`config.mk`:
```
export PLATFORM = sky130hd
export DESIGN_NAME = serial_bus_initiator
export DESIGN_NICKNAME = d
export VERILOG_FILES = /design/src/rtl/serial_bus_initiator.sv
export SDC_FILE = /design/constraint.sdc
export NUM_CORES = 1
export LEC_CHECK = 0
export ABC_AREA = 1
export BUFFER_PORTS_ARGS = -buffer_cell sky130_fd_sc_hd__buf_2
export CELL_PAD_IN_SITES_DETAIL_PLACEMENT = 1
export CELL_PAD_IN_SITES_GLOBAL_PLACEMENT = 2
export CORE_MARGIN = 4
export CORE_UTILIZATION = 36
export DETAILED_ROUTE_END_ITERATION = 12
export HOLD_SLACK_MARGIN = 0.15
export PLACE_DENSITY_LB_ADDON = 0.1
export SLEW_MARGIN = 20
export SYNTH_ARGS = -nofsm -noshare
export SYNTH_HDL_FRONTEND = slang
export SYNTH_SLANG_ARGS = --single-unit
export TNS_END_PERCENT = 5
```
`constraint.sdc`:
```
create_clock -name clk -period 2.9 [get_ports clk]
set_input_delay 0.29 -clock clk [delete_from_list [all_inputs] [get_ports clk]]
set_output_delay 0.29 -clock clk [all_outputs]
set_load 0.02 [all_outputs]
```
`src/rtl/serial_bus_initiator.sv`:
```
// Parallel-command to serial-frame initiator: sends the address and write data LSB-first,
// collects serial read data, and reports completion with a one-cycle response pulse.
//
// state     | meaning
// IDLE      | ready for a command
// REQ       | frame requested, waiting for slave_ready
// SEND_ADDR | address bits on wr_bus, LSB first
// SEND_DATA | write data bits on wr_bus, LSB first
// WAIT_RD   | waiting for the first read bit (slave_valid)
// RECV      | collecting read bits 1..DATA_WIDTH-1
// DONE      | one-cycle response pulse
module serial_bus_initiator #(
    parameter int ADDR_WIDTH = 16,
    parameter int DATA_WIDTH = 8,
    parameter int TIMEOUT    = 255
) (
    input  logic                  clk,
    input  logic                  rstn,
    input  logic                  cmd_valid,
    output logic                  cmd_ready,
    input  logic                  cmd_mode,
    input  logic [ADDR_WIDTH-1:0] cmd_addr,
    input  logic [DATA_WIDTH-1:0] cmd_wdata,
    output logic                  rsp_valid,
    output logic [DATA_WIDTH-1:0] rsp_rdata,
    output logic                  rsp_err,
    output logic                  mode,
    output logic                  wr_bus,
    output logic                  master_valid,
    input  logic                  slave_ready,
    input  logic                  rd_bus,
    input  logic                  slave_valid,
    output logic                  master_ready
);

    localparam int MAXW = (ADDR_WIDTH > DATA_WIDTH) ? ADDR_WIDTH : DATA_WIDTH;
    localparam int BW   = $clog2(MAXW) + 1;
    localparam int WW   = (TIMEOUT > 0) ? $clog2(TIMEOUT + 1) : 1;

    localparam logic [BW-1:0] ADDR_LAST = BW'(ADDR_WIDTH - 1);
    localparam logic [BW-1:0] DATA_LAST = BW'(DATA_WIDTH - 1);
    localparam logic [BW-1:0] RECV_LAST = BW'((DATA_WIDTH > 1) ? DATA_WIDTH - 2 : 0);
    localparam logic [WW-1:0] WAIT_MAX  = WW'(TIMEOUT);

    typedef enum logic [2:0] {
        IDLE, REQ, SEND_ADDR, SEND_DATA, WAIT_RD, RECV, DONE
    } state_t;

    state_t                state_q, state_d;
    logic [BW-1:0]         bit_q, bit_d;
    logic [WW-1:0]         wait_q, wait_d, wait_inc;
    logic                  mode_q, mode_d;
    logic [ADDR_WIDTH-1:0] addr_sh_q, addr_sh_d;
    logic [DATA_WIDTH-1:0] data_sh_q, data_sh_d;
    logic [DATA_WIDTH-1:0] rx_q, rx_d, rx_shift;
    logic [DATA_WIDTH-1:0] rdata_q, rdata_d;
    logic                  err_q, err_d;
    logic                  cmd_ready_q, cmd_ready_d;
    logic                  rsp_valid_q, rsp_valid_d;
    logic                  wr_bus_q, wr_bus_d;
    logic                  mv_q, mv_d;
    logic                  mr_q, mr_d;

    always_comb begin
        state_d   = state_q;
        bit_d     = bit_q;
        wait_d    = wait_q;
        mode_d    = mode_q;
        addr_sh_d = addr_sh_q;
        data_sh_d = data_sh_q;
        rx_d      = rx_q;
        rdata_d   = rdata_q;
        err_d     = err_q;
        wait_inc  = wait_q + WW'(1);
        // read bits arrive LSB first, so each new bit enters at the top
        rx_shift  = (rx_q >> 1) | (DATA_WIDTH'(rd_bus) << (DATA_WIDTH - 1));

        unique case (state_q)
            IDLE: begin
                if (cmd_valid) begin
                    state_d   = REQ;
                    mode_d    = cmd_mode;
                    addr_sh_d = cmd_addr;
                    data_sh_d = cmd_wdata;
                    rx_d      = '0;
                end
            end
            REQ: begin
                if (slave_ready) begin
                    state_d = SEND_ADDR;
                end else if (wait_inc >= WAIT_MAX) begin
                    state_d = DONE;
                    rdata_d = '0;
                    err_d   = 1'b1;
                end else begin
                    wait_d = wait_inc;
                end
            end
            SEND_ADDR: begin
                addr_sh_d = addr_sh_q >> 1;
                if (bit_q == ADDR_LAST) begin
                    state_d = mode_q ? SEND_DATA : WAIT_RD;
                end else begin
                    bit_d = bit_q + BW'(1);
                end
            end
            SEND_DATA: begin
                data_sh_d = data_sh_q >> 1;
                if (bit_q == DATA_LAST) begin
                    state_d = DONE;
                    rdata_d = '0;
                    err_d   = 1'b0;
                end else begin
                    bit_d = bit_q + BW'(1);
                end
            end
            WAIT_RD: begin
                if (slave_valid) begin
                    rx_d = rx_shift;
                    if (DATA_WIDTH > 1) begin
                        state_d = RECV;
                    end else begin
                        state_d = DONE;
                        rdata_d = rx_shift;
                        err_d   = 1'b0;
                    end
                end else if (wait_inc >= WAIT_MAX) begin
                    state_d = DONE;
                    rdata_d = '0;
                    err_d   = 1'b1;
                end else begin
                    wait_d = wait_inc;
                end
            end
            RECV: begin
                if (!slave_valid) begin
                    state_d = DONE;
                    rdata_d = '0;
                    err_d   = 1'b1;
                end else begin
                    rx_d = rx_shift;
                    if (bit_q == RECV_LAST) begin
                        state_d = DONE;
                        rdata_d = rx_shift;
                        err_d   = 1'b0;
                    end else begin
                        bit_d = bit_q + BW'(1);
                    end
                end
            end
            DONE:    state_d = IDLE;
            default: state_d = IDLE;
        endcase

        if (state_d != state_q) begin
            bit_d  = '0;
            wait_d = '0;
        end

        // outputs are registered from the next state so they line up with it
        cmd_ready_d = (state_d == IDLE);
        rsp_valid_d = (state_d == DONE);
        mv_d        = (state_d == REQ) || (state_d == SEND_ADDR) || (state_d == SEND_DATA);
        mr_d        = (state_d == WAIT_RD) || (state_d == RECV);
        if (state_d == SEND_ADDR) begin
            wr_bus_d = addr_sh_d[0];
        end else if (state_d == SEND_DATA) begin
            wr_bus_d = data_sh_d[0];
        end else begin
            wr_bus_d = 1'b0;
        end
    end

    always_ff @(posedge clk or negedge rstn) begin
        if (!rstn) begin
            state_q     <= IDLE;
            bit_q       <= '0;
            wait_q      <= '0;
            mode_q      <= 1'b0;
            addr_sh_q   <= '0;
            data_sh_q   <= '0;
            rx_q        <= '0;
            rdata_q     <= '0;
            err_q       <= 1'b0;
            cmd_ready_q <= 1'b1;
            rsp_valid_q <= 1'b0;
            wr_bus_q    <= 1'b0;
            mv_q        <= 1'b0;
            mr_q        <= 1'b0;
        end else begin
            state_q     <= state_d;
            bit_q       <= bit_d;
            wait_q      <= wait_d;
            mode_q      <= mode_d;
            addr_sh_q   <= addr_sh_d;
            data_sh_q   <= data_sh_d;
            rx_q        <= rx_d;
            rdata_q     <= rdata_d;
            err_q       <= err_d;
            cmd_ready_q <= cmd_ready_d;
            rsp_valid_q <= rsp_valid_d;
            wr_bus_q    <= wr_bus_d;
            mv_q        <= mv_d;
            mr_q        <= mr_d;
        end
    end

    assign cmd_ready    = cmd_ready_q;
    assign rsp_valid    = rsp_valid_q;
    assign rsp_rdata    = rdata_q;
    assign rsp_err      = err_q;
    assign mode         = mode_q;
    assign wr_bus       = wr_bus_q;
    assign master_valid = mv_q;
    assign master_ready = mr_q;

endmodule

```
==> impl_metrics.yaml, run 1 <==
worst_setup_path:
  rr_startpoint: "state_q[1]$_DFF_PN0_"
  crit_start: "state_q[1]$_DFF_PN0_"
  reg2reg_depth: 12
  cp.required_ns: 3.16
  start_kind: "register"
  critical_path.max_fanout: 13
  path_class: "reg2reg"
  r2r_setup_slack_ns: 0.41
  crit_arrival_ns: 2.75
  endpoint: "bit_q[0]$_DFFE_PN0P_"
  cp-end-kind: "register"
  rr_endpoint: "bit_q[0]$_DFFE_PN0P_"
clock_network:
  cts.clk_slew.worst_paths_ns: 0.07
  cts_tree: "yes"
  clockBufferDepth: 2
  htree_num_levels: 3
  cts_buffers: 9
  cts.sinks: 62
  clock_latency_ns: 0.35
  clockRootBuffer: "clkbuf_8"
placement:
  port_buffers: 45
  dp_cells: 516
  place_congestion: 0.819
  hpwlAfterDp_um: 5820
power:
  netSwitchingFraction_pct: 41.6
  peakVddDrop_v: 0.000350
  total_leakage_power_nw: 1.69
  power_density_nw_per_um2: 851
  p_clk_share_pct: 24.9
  pwr-share-seq_pct: 38.1
  internal_power_mw: 1.84
  p_comb_share_pct: 37.0
  p_sw_mw: 1.31
synth:
  synth-edff-count: 0
  async_flop_share_pct: 100
  avgSynthCellArea_um2: 8.38
  ys_ff_latch: 62
  yosysSeqAreaShare_pct: 49.4
  synth_cell_types: 35
  synth_warnings: 0
  syn_area_um2: 3140
  postSynthCellCount: 375
  syn_nets: 411
  synthFlopType: "dfrtp_1"
layout:
  antennaDiodeCount: 0
  drive_above_1_share_pct: 23.4
  layout_commonest_cell: "nand2_1"
  synthToLayoutAreaGrowth_pct: 17.4
  mostFrequentLayoutCells: "85 x nand2_1, 61 x dfrtp_1, 55 x nand3_1"
  fin_nets: 459
  fin_cells: 533
die:
  initial_core_util_pct: 37.7
  io_pins: 46
  core-area_um2: 8340
  die_area_um2: 10300
  fp.dieH_um: 101
  fp.dieW_um: 101
  num_rows: 33
sta:
  tightestPinTransition_ns: 0.662
  setup_viol: 0
  skew_ns: 0.0125
  rsz0062_at_grt: "false"
  finalSetupTns_ns: 0
  fin_crit_sh_pct: 85.8
  slew_viol_final: 0
  fin_hold_ws_ns: 0.187
  slew_headroom_pct: 55.7
  fin_crit_ns: 2.49
  finalHoldViolCount: 0
  fmax_mhz: 402
route:
  dr.pass1.iters: 4
  postRouteAntennaNets: 0
  post_drt_wl_per_cell_um: 14.7
  drc: 0
  drt_iter0_markers: 119
  num_vias: 2707
  vias_per_cell: 5.08
  routed_wl_um: 7850
global_route:
  grt_pass1_wl_um: 14000
  grt_start_max_net_pins: 35
  grt_usage_pct: 17.1
  grt_overflow: 0
  grt_pass1_vias: 2919
  antenna_found_initial: 0
outcome:
  status: "completed"
run:
  cap_violations: 0
worst_hold_path:
  hp-class: "in2reg"
## power by group through the flow
stage	clock, mW	sequential [mW]	combinational (mW)
6_report	0.783	1.20	1.16
5_1_grt	0.856	1.22	1.33
4_1_cts	0.817	1.20	1.19
3_5_place_dp	0	1.22	1.18
3_3_place_gp	0	1.20	1.15
2_1_floorplan	0	1.20	0.870
## metrics by stage
| step | area [um2] | power, mW | setup WS (ns) | util (%) |
|---|---|---|---|---|
| 2_1_floorplan | 3140 | 2.07 | 0.981 | - |
| 3_3_place_gp | 3470 | 2.36 | 0.483 | 41.6 |
| 3_5_place_dp | 3470 | 2.40 | 0.377 | 41.6 |
| 4_1_cts | 3690 | 3.20 | 0.360 | 44.2 |
| 5_1_grt | 3690 | 3.41 | 0.133 | 44.3 |
| 6_report | 3690 | 3.14 | 0.413 | 44.3 |
## how the worst min path moves through the flow
stage | from | depth (start not counted) | end
after floorplan | rstn | 0 | addr_sh_q[0]$_DFF_PN0_
after global placement | rstn | 1 | rx_q[6]$_DFFE_PN0P_
after detailed placement | rstn | 1 | rx_q[6]$_DFFE_PN0P_
after CTS | cmd_mode | 2 | mode$_DFFE_PN0P_
after global routing | cmd_mode | 2 | mode$_DFFE_PN0P_
final | cmd_mode | 2 | mode$_DFFE_PN0P_
## area by class of cell
type,instances,area [um2]
timing repair buffer,51,273
inverter,46,173
multi-input combinational,253,1350
sequential,62,1550
fill,1027,4650
tap,105,131
clock inverter,6,71.3
clock buffer,10,138
## per-layer routing
layer	vias to the layer above	part of all wire (%)	global-route usage [%]
li1	1333	-	-
met4	0	0.98	4.91
met2	41	47	27.2
met5	-	0	0
met1	1327	49	23.1
met3	6	3.7	4.34
## cells by family after synthesis
logic type / share of synthesized area (%)
AO/OA/AOI/OAI: 9.87
XOR/XNOR: 1.39
adder cells (fa/ha/maj): 1.99
buffers and inverters: 7.68
flip-flops: 49.4
multiplexers: 0.358
AND/OR/NAND/NOR: 29.3
## repair_timing
| item | CTS | global route |
|---|---|---|
| setup buffers | 0 | 0 |
| hold buffers | 1 | 0 |
| setup endpoints to repair | 0 | 0 |
| gates resized for setup | 0 | 0 |
| hold endpoints to repair | 28 | 0 |
## flip-flops by register name, summed over array words and instances (netlist names)
| register | flops |
|---|---|
| addr_sh_q | 16 |
| data_sh_q | 8 |
| rsp_rdata | 8 |
| wait_q | 8 |
| rx_q | 7 |
| bit_q | 5 |
| state_q | 3 |
| cmd_ready | 1 |
| master_ready | 1 |
| master_valid | 1 |
| mode | 1 |
| rsp_err | 1 |
| rsp_valid | 1 |
| wr_bus | 1 |
## cells in the mapped netlist, types with 3 or more instances
| library cell | instances | area [um2] |
|---|---|---|
| o31ai_1 | 7 | 52.6 |
| dfrtp_1 | 61 | 1530 |
| ha_1 | 5 | 62.6 |
| xor2_1 | 5 | 43.8 |
| a21oi_1 | 4 | 20.0 |
| inv_1 | 41 | 154 |
| nand3_2 | 3 | 30.0 |
| nor2_2 | 14 | 87.6 |
| clkbuf_1 | 7 | 26.3 |
| nand2_1 | 85 | 319 |
| o21ai_0 | 20 | 100 |
| o211ai_1 | 6 | 45.0 |
| nand2_2 | 4 | 25.0 |
| nand4_1 | 7 | 43.8 |
| inv_2 | 5 | 18.8 |
| nand3_1 | 55 | 275 |
| o221ai_1 | 5 | 43.8 |
| buf_2 | 4 | 20.0 |
| nor2_1 | 17 | 63.8 |
## worst max-delay path, cell delays in order, from the launching register on
cell	delay, ns
dfrtp_1	0.54
inv_2	0.14
nor2_2	0.14
nand2_1	0.28
inv_2	0.21
nand2_1	0.07
nand3_1	0.15
nor2_1	0.09
nand2_2	0.12
nand2_1	0.06
nand2_1	0.07
nand3_2	0.32
nor2_2	0.20
Power figures use the tool's default switching activity.
==> inputs of run 2 (changes only) <==
--- a/config.mk
+++ b/config.mk
@@ -5,12 +5,11 @@
 export SDC_FILE = /design/constraint.sdc
 export NUM_CORES = 1
 export LEC_CHECK = 0
-export ABC_AREA = 1
 export BUFFER_PORTS_ARGS = -buffer_cell sky130_fd_sc_hd__buf_2
 export CELL_PAD_IN_SITES_DETAIL_PLACEMENT = 1
 export CELL_PAD_IN_SITES_GLOBAL_PLACEMENT = 2
 export CORE_MARGIN = 4
-export CORE_UTILIZATION = 36
+export CORE_UTILIZATION = 39
 export DETAILED_ROUTE_END_ITERATION = 12
 export HOLD_SLACK_MARGIN = 0.15
 export PLACE_DENSITY_LB_ADDON = 0.1
==> run 2 against run 1 <==
Register-to-register slack barely moved. Total power fell by 2.6%. Worst hold slack got worse by 0.030 ns. First-iteration DRC count rose by 18%. Routed wire length rose by 5.3%. Utilization rose by 2.7 points. Global-route usage rose by 0.63 points. Combinational power fell by 10%. Clock power fell by 2%. Non-clock buffer count rose by 8. Critical path type unchanged. Largest power group unchanged. Highest routed layer unchanged.
==> impl_metrics.yaml, run 2 <==
layout:
  largest_register: "addr_sh_q"
  fin_nets: 413
  mostFrequentLayoutCells: "61 x dfrtp_1, 45 x buf_2, 25 x nor2_1"
  antennaDiodeCount: 0
  largest_reg_flops: 16
  synthToLayoutAreaGrowth_pct: 17.1
  drive_above_1_share_pct: 24.3
  layout_commonest_cell: "dfrtp_1"
clock_network:
  cts.sinks: 62
  clockRootBuffer: "clkbuf_8"
  clockBufferDepth: 2
  ctsResizeCount: 0
  htree_num_levels: 3
  cts_tree: "yes"
  cts.clk_slew.worst_paths_ns: 0.08
  cts_buffers: 9
  clock_latency_ns: 0.35
sta:
  finalSetupTns_ns: 0
  rsz0062_at_grt: "false"
  tightestPinTransition_ns: 0.585
  fin_crit_ns: 2.49
  fin_crit_sh_pct: 85.9
  skew_ns: 0.0159
  slew_headroom_pct: 61.0
  finalHoldViolCount: 0
  slew_viol_final: 0
  setup_slack_ns: 0.410
  fmax_mhz: 402
  setup_viol: 0
die:
  fp.dieH_um: 99.6
  fp.dieW_um: 99.6
  core-area_um2: 8180
  initial_core_util_pct: 40.1
  num_rows: 33
  io_pins: 46
  die_area_um2: 9930
synth:
  ys_ff_latch: 62
  synthFlopType: "dfrtp_1"
  async_flop_share_pct: 100
  synth_common_cells: "61 x dfrtp_1, 25 x nor2_1, 23 x nand2_1, 22 x a22oi_1, 21 x o21ai_0"
  syn_nets: 362
  avgSynthCellArea_um2: 10.0
  synth_top_area_share_pct: 46.6
  synth_top_area_cell: "dfrtp_1"
  synth_warnings: 0
  yosys-top-cells-area: "dfrtp_1 47%, a22oi_1 5.0%, mux2_4 3.7%"
  synth-edff-count: 0
  syn_area_um2: 3280
  yosysSeqAreaShare_pct: 47.4
  postSynthCellCount: 326
  synth_cell_types: 57
  synthMostInstantiatedCell: "dfrtp_1"
route:
  postRouteAntennaNets: 0
  drt_iter0_markers: 140
  post_drt_wl_per_cell_um: 17.0
  drc: 0
  vias_per_cell: 5.60
  routed_wl_um: 8260
  dr.pass1.iters: 4
  num_vias: 2725
worst_setup_path:
  crit_start: "bit_q[0]$_DFFE_PN0P_"
  start_kind: "register"
  cp.required_ns: 3.15
  cp-end-kind: "register"
  critical_path.max_fanout: 13
  endpoint: "wait_q[1]$_DFFE_PN0P_"
  reg2reg_depth: 10
  rr_endpoint: "wait_q[1]$_DFFE_PN0P_"
  crit_arrival_ns: 2.74
  rr_startpoint: "bit_q[0]$_DFFE_PN0P_"
  path_class: "reg2reg"
  r2r_setup_slack_ns: 0.41
placement:
  port_buffers: 45
  pre_cts_slack_ns: 0.419
  hpwlAfterDp_um: 5760
  place_congestion: 0.854
power:
  power_density_nw_per_um2: 797
  peakVddDrop_v: 0.000377
  total_leakage_power_nw: 1.80
global_route:
  grt_usage_pct: 17.7
  grt_overflow: 0
  antenna_found_initial: 0
  grt_pass1_vias: 2785
  grt_start_max_net_pins: 38
  grt_pass1_wl_um: 13900
run:
  cap_violations: 0
outcome:
  status: "completed"
worst_hold_path:
  hp-class: "in2reg"
run 2: metal layers:
layer  share of wire (%)  wire length (um)  track usage (%)
met3                 3.8               313             4.00
met2                  49              4070             29.3
met5                   0                 0                0
met1                  46              3770             23.1
met4                 1.2               103             5.67
run 2: area by class of cell:
class                   count  area (um2)
fillers                   942        4340
inverters                   7        26.3
clock buffers               9         124
repair buffers             59         335
multi-input cells         238        1590
well taps                 105         131
flip-flops and latches     62        1550
clock inverters             7        72.6
run 2: repair_timing:
item	4_1_cts	5_1_grt
hold buffers	2	0
setup buffers	0	0
endpoints found under the hold margin	62	0
run 2: critical path, stage by stage, from the launching register on:
cell and delay [ns]:
dfrtp_1 0.40, ha_1 0.23, and3_1 0.19, ha_1 0.20, and3_1 0.18, o21ai_0 0.26, o311ai_0 0.21, a21oi_1 0.18
o221ai_1 0.12, buf_4 0.20, a311oi_1 0.21
run 2: cells by family after synthesis:
| logic type | count (synthesis) | synth area share (%) |
|---|---|---|
| fa+ha+maj | 5 | 1.91 |
| compound gates | 101 | 21.1 |
| buf+inv | 26 | 3.93 |
| xor+xnor | 10 | 2.67 |
| mux | 10 | 4.32 |
| simple gates | 112 | 18.7 |
| flops | 62 | 47.4 |
run 2: power breakdown:
group          switching, mW  internal, mW  leakage (nW)
registers              0.185          1.07         0.824
clock network          0.369         0.398        0.0956
logic                  0.613         0.427         0.884
run 2: worst min-delay path by stage:
| stage | start | cells after the start | end | slack (ns) |
|---|---|---|---|---|
| CTS | cmd_wdata[3] | 3 | data_sh_q[3]$_DFFE_PN0P_ | 0.15 |
| finish | cmd_wdata[3] | 3 | data_sh_q[3]$_DFFE_PN0P_ | 0.16 |
| global route | cmd_wdata[7] | 2 | data_sh_q[7]$_DFFE_PN0P_ | 0.16 |
| detailed placement | rstn | 1 | addr_sh_q[6]$_DFFE_PN0P_ | 0.08 |
| floorplan | rstn | 0 | addr_sh_q[0]$_DFF_PN0_ | -0.006 |
| global placement | rstn | 1 | addr_sh_q[6]$_DFFE_PN0P_ | 0.08 |
run 2: metrics by stage:
stage	hold slack (ns)	area, um2	utilization (%)	std cells	total power, mW
after floorplan	-0.00559	3280	-	326	1.97
after global placement	0.0786	3620	44.3	469	2.30
after detailed placement	0.0793	3620	44.3	469	2.32
after CTS	0.153	3840	46.9	487	3.10
after global routing	0.157	3840	46.9	487	3.31
final	0.157	3840	46.9	487	3.06
==> inputs of run 3 (changes only) <==
--- a/config.mk
+++ b/config.mk
@@ -12,6 +12,7 @@
 export CORE_UTILIZATION = 39
 export DETAILED_ROUTE_END_ITERATION = 12
 export HOLD_SLACK_MARGIN = 0.15
+export MAX_ROUTING_LAYER = met4
 export PLACE_DENSITY_LB_ADDON = 0.1
 export SLEW_MARGIN = 20
 export SYNTH_ARGS = -nofsm -noshare
==> run 3 against run 2 <==
Maximum frequency fell by 0.72%. Register-to-register slack got worse by 0.02 ns. Largest power group unchanged. Routed wire length rose by 0.31%. Critical endpoint unchanged. Flip-flop and latch count did not move. Combinational power barely moved. Total power barely moved. Highest routed layer unchanged. Clock power barely moved. Count of clock-buffer cells in the layout did not move. Worst setup slack got worse by 0.018 ns.
==> impl_metrics.yaml, run 3 (same netlist as run 2, synthesis figures left out) <==
placement:
  place_congestion: 0.868
  hpwlAfterDp_um: 5760
  port_buffers: 45
worst_setup_path:
  path_class: "reg2reg"
  cp.required_ns: 3.14
  rr_endpoint: "wait_q[1]$_DFFE_PN0P_"
  cp-end-kind: "register"
  start_kind: "register"
  critical_path.max_fanout: 13
  r2r_setup_slack_ns: 0.39
  reg2reg_depth: 10
  rr_startpoint: "bit_q[0]$_DFFE_PN0P_"
  crit_arrival_ns: 2.75
power:
  totalPowerFinal_mw: 3.06
  power_density_nw_per_um2: 798
  total_leakage_power_nw: 1.80
  peakVddDrop_v: 0.000381
clock_network:
  clockRootBuffer: "clkbuf_8"
  cts_tree: "yes"
  cts_buffers: 9
  cts.sinks: 62
  cts_setup_buffers: 0
  clockBufferDepth: 2
  clock_latency_ns: 0.34
  cts.clk_slew.worst_paths_ns: 0.08
  htree_num_levels: 3
sta:
  finalHoldViolCount: 0
  slew_viol_final: 0
  finalSetupTns_ns: 0
  skew_ns: 0.0161
  fin_crit_sh_pct: 86.5
  fmax_mhz: 399
  fin_crit_ns: 2.51
  rsz0062_at_grt: "false"
  setup_viol: 0
  slew_headroom_pct: 61.0
  tightestPinTransition_ns: 0.585
global_route:
  grt_usage_pct: 18.3
  grt_pass1_vias: 2784
  grt_pass1_wl_um: 13900
  grt_overflow: 0
  grt_start_max_net_pins: 38
  antenna_found_initial: 0
route:
  postRouteAntennaNets: 0
  dr.pass1.iters: 4
  num_vias: 2721
  vias_per_cell: 5.59
  post_drt_wl_per_cell_um: 17.0
  drt_iter0_markers: 122
  drc: 0
  routed_wl_um: 8290
die:
  fp.dieW_um: 99.6
  core-area_um2: 8180
  die_area_um2: 9930
  fp.dieH_um: 99.6
  io_pins: 46
  initial_core_util_pct: 40.1
  num_rows: 33
layout:
  synthToLayoutAreaGrowth_pct: 17.1
  largest_reg_flops: 16
  drive_above_1_share_pct: 24.3
  antennaDiodeCount: 0
  mostFrequentLayoutCells: "61 x dfrtp_1, 45 x buf_2, 25 x nor2_1"
  fin_nets: 413
  largest_register: "addr_sh_q"
  layout_commonest_cell: "dfrtp_1"
worst_hold_path:
  whs_endpoint: "data_sh_q[3]$_DFFE_PN0P_"
  hp-class: "in2reg"
  hold_start: "cmd_wdata[3]"
  min_path_cells: 3
run:
  cap_violations: 0
outcome:
  status: "completed"
-- run 3: per-stage QoR --
step / utilization [%] / instances / hold slack [ns] / cell area [um2] / setup WS, ns
2_1_floorplan: - / 326 / -0.00559 / 3280 / 0.658
3_3_place_gp: 44.3 / 469 / 0.0786 / 3620 / 0.496
3_5_place_dp: 44.3 / 469 / 0.0793 / 3620 / 0.419
4_1_cts: 46.9 / 487 / 0.153 / 3840 / 0.382
5_1_grt: 46.9 / 487 / 0.157 / 3840 / 0.231
6_report: 46.9 / 487 / 0.160 / 3840 / 0.392
-- run 3: final cells by class --
| type | instances | area [um2] |
|---|---|---|
| Tap cell | 105 | 131 |
| Inverter | 7 | 26.3 |
| Sequential cell | 62 | 1550 |
| Multi-Input combinational cell | 238 | 1590 |
| Timing Repair Buffer | 59 | 335 |
| Clock buffer | 9 | 124 |
| Clock inverter | 7 | 72.6 |
| Fill cell | 942 | 4340 |
-- run 3: timing repair --
action / 4_1_cts / 5_1_grt
hold buffers: 2 / 0
endpoints found under the hold margin: 62 / 0
resized for setup: 0 / 0
-- run 3: worst max path at each step --
| stage | startpoint | end | slack, ns | cells past startpoint |
|---|---|---|---|---|
| 2_1_floorplan | bit_q[1]$_DFFE_PN0P_ | rsp_rdata[0]$_DFFE_PN0P_ | 0.66 | 10 |
| 3_3_place_gp | bit_q[1]$_DFFE_PN0P_ | wait_q[1]$_DFFE_PN0P_ | 0.50 | 10 |
| 3_5_place_dp | bit_q[0]$_DFFE_PN0P_ | wait_q[1]$_DFFE_PN0P_ | 0.42 | 10 |
| 4_1_cts | bit_q[0]$_DFFE_PN0P_ | wait_q[1]$_DFFE_PN0P_ | 0.38 | 10 |
| 5_1_grt | bit_q[1]$_DFFE_PN0P_ | wait_q[1]$_DFFE_PN0P_ | 0.23 | 10 |
| 6_report | bit_q[0]$_DFFE_PN0P_ | wait_q[1]$_DFFE_PN0P_ | 0.39 | 10 |
-- run 3: critical path: stages (launching register included) --
cell      delay, ns
dfrtp_1        0.40
ha_1           0.23
and3_1         0.19
ha_1           0.20
and3_1         0.18
o21ai_0        0.27
o311ai_0       0.21
a21oi_1        0.18
o221ai_1       0.12
buf_4          0.20
a311oi_1       0.22
-- run 3: routing by layer --
metal / vias up / GRT usage (%) / wire [um]
met3: 8 / 4.07 / 281
met2: 41 / 29.2 / 4060
met1: 1370 / 23.3 / 3860
met4: 0 / 5.36 / 88
li1: 1302 / - / -
met5: - / - / 0
-- run 3: where the power goes --
part | switching (mW) | total, mW | internal [mW]
logic | 0.616 | 1.04 | 0.427
clock network | 0.367 | 0.765 | 0.398
registers | 0.185 | 1.25 | 1.07
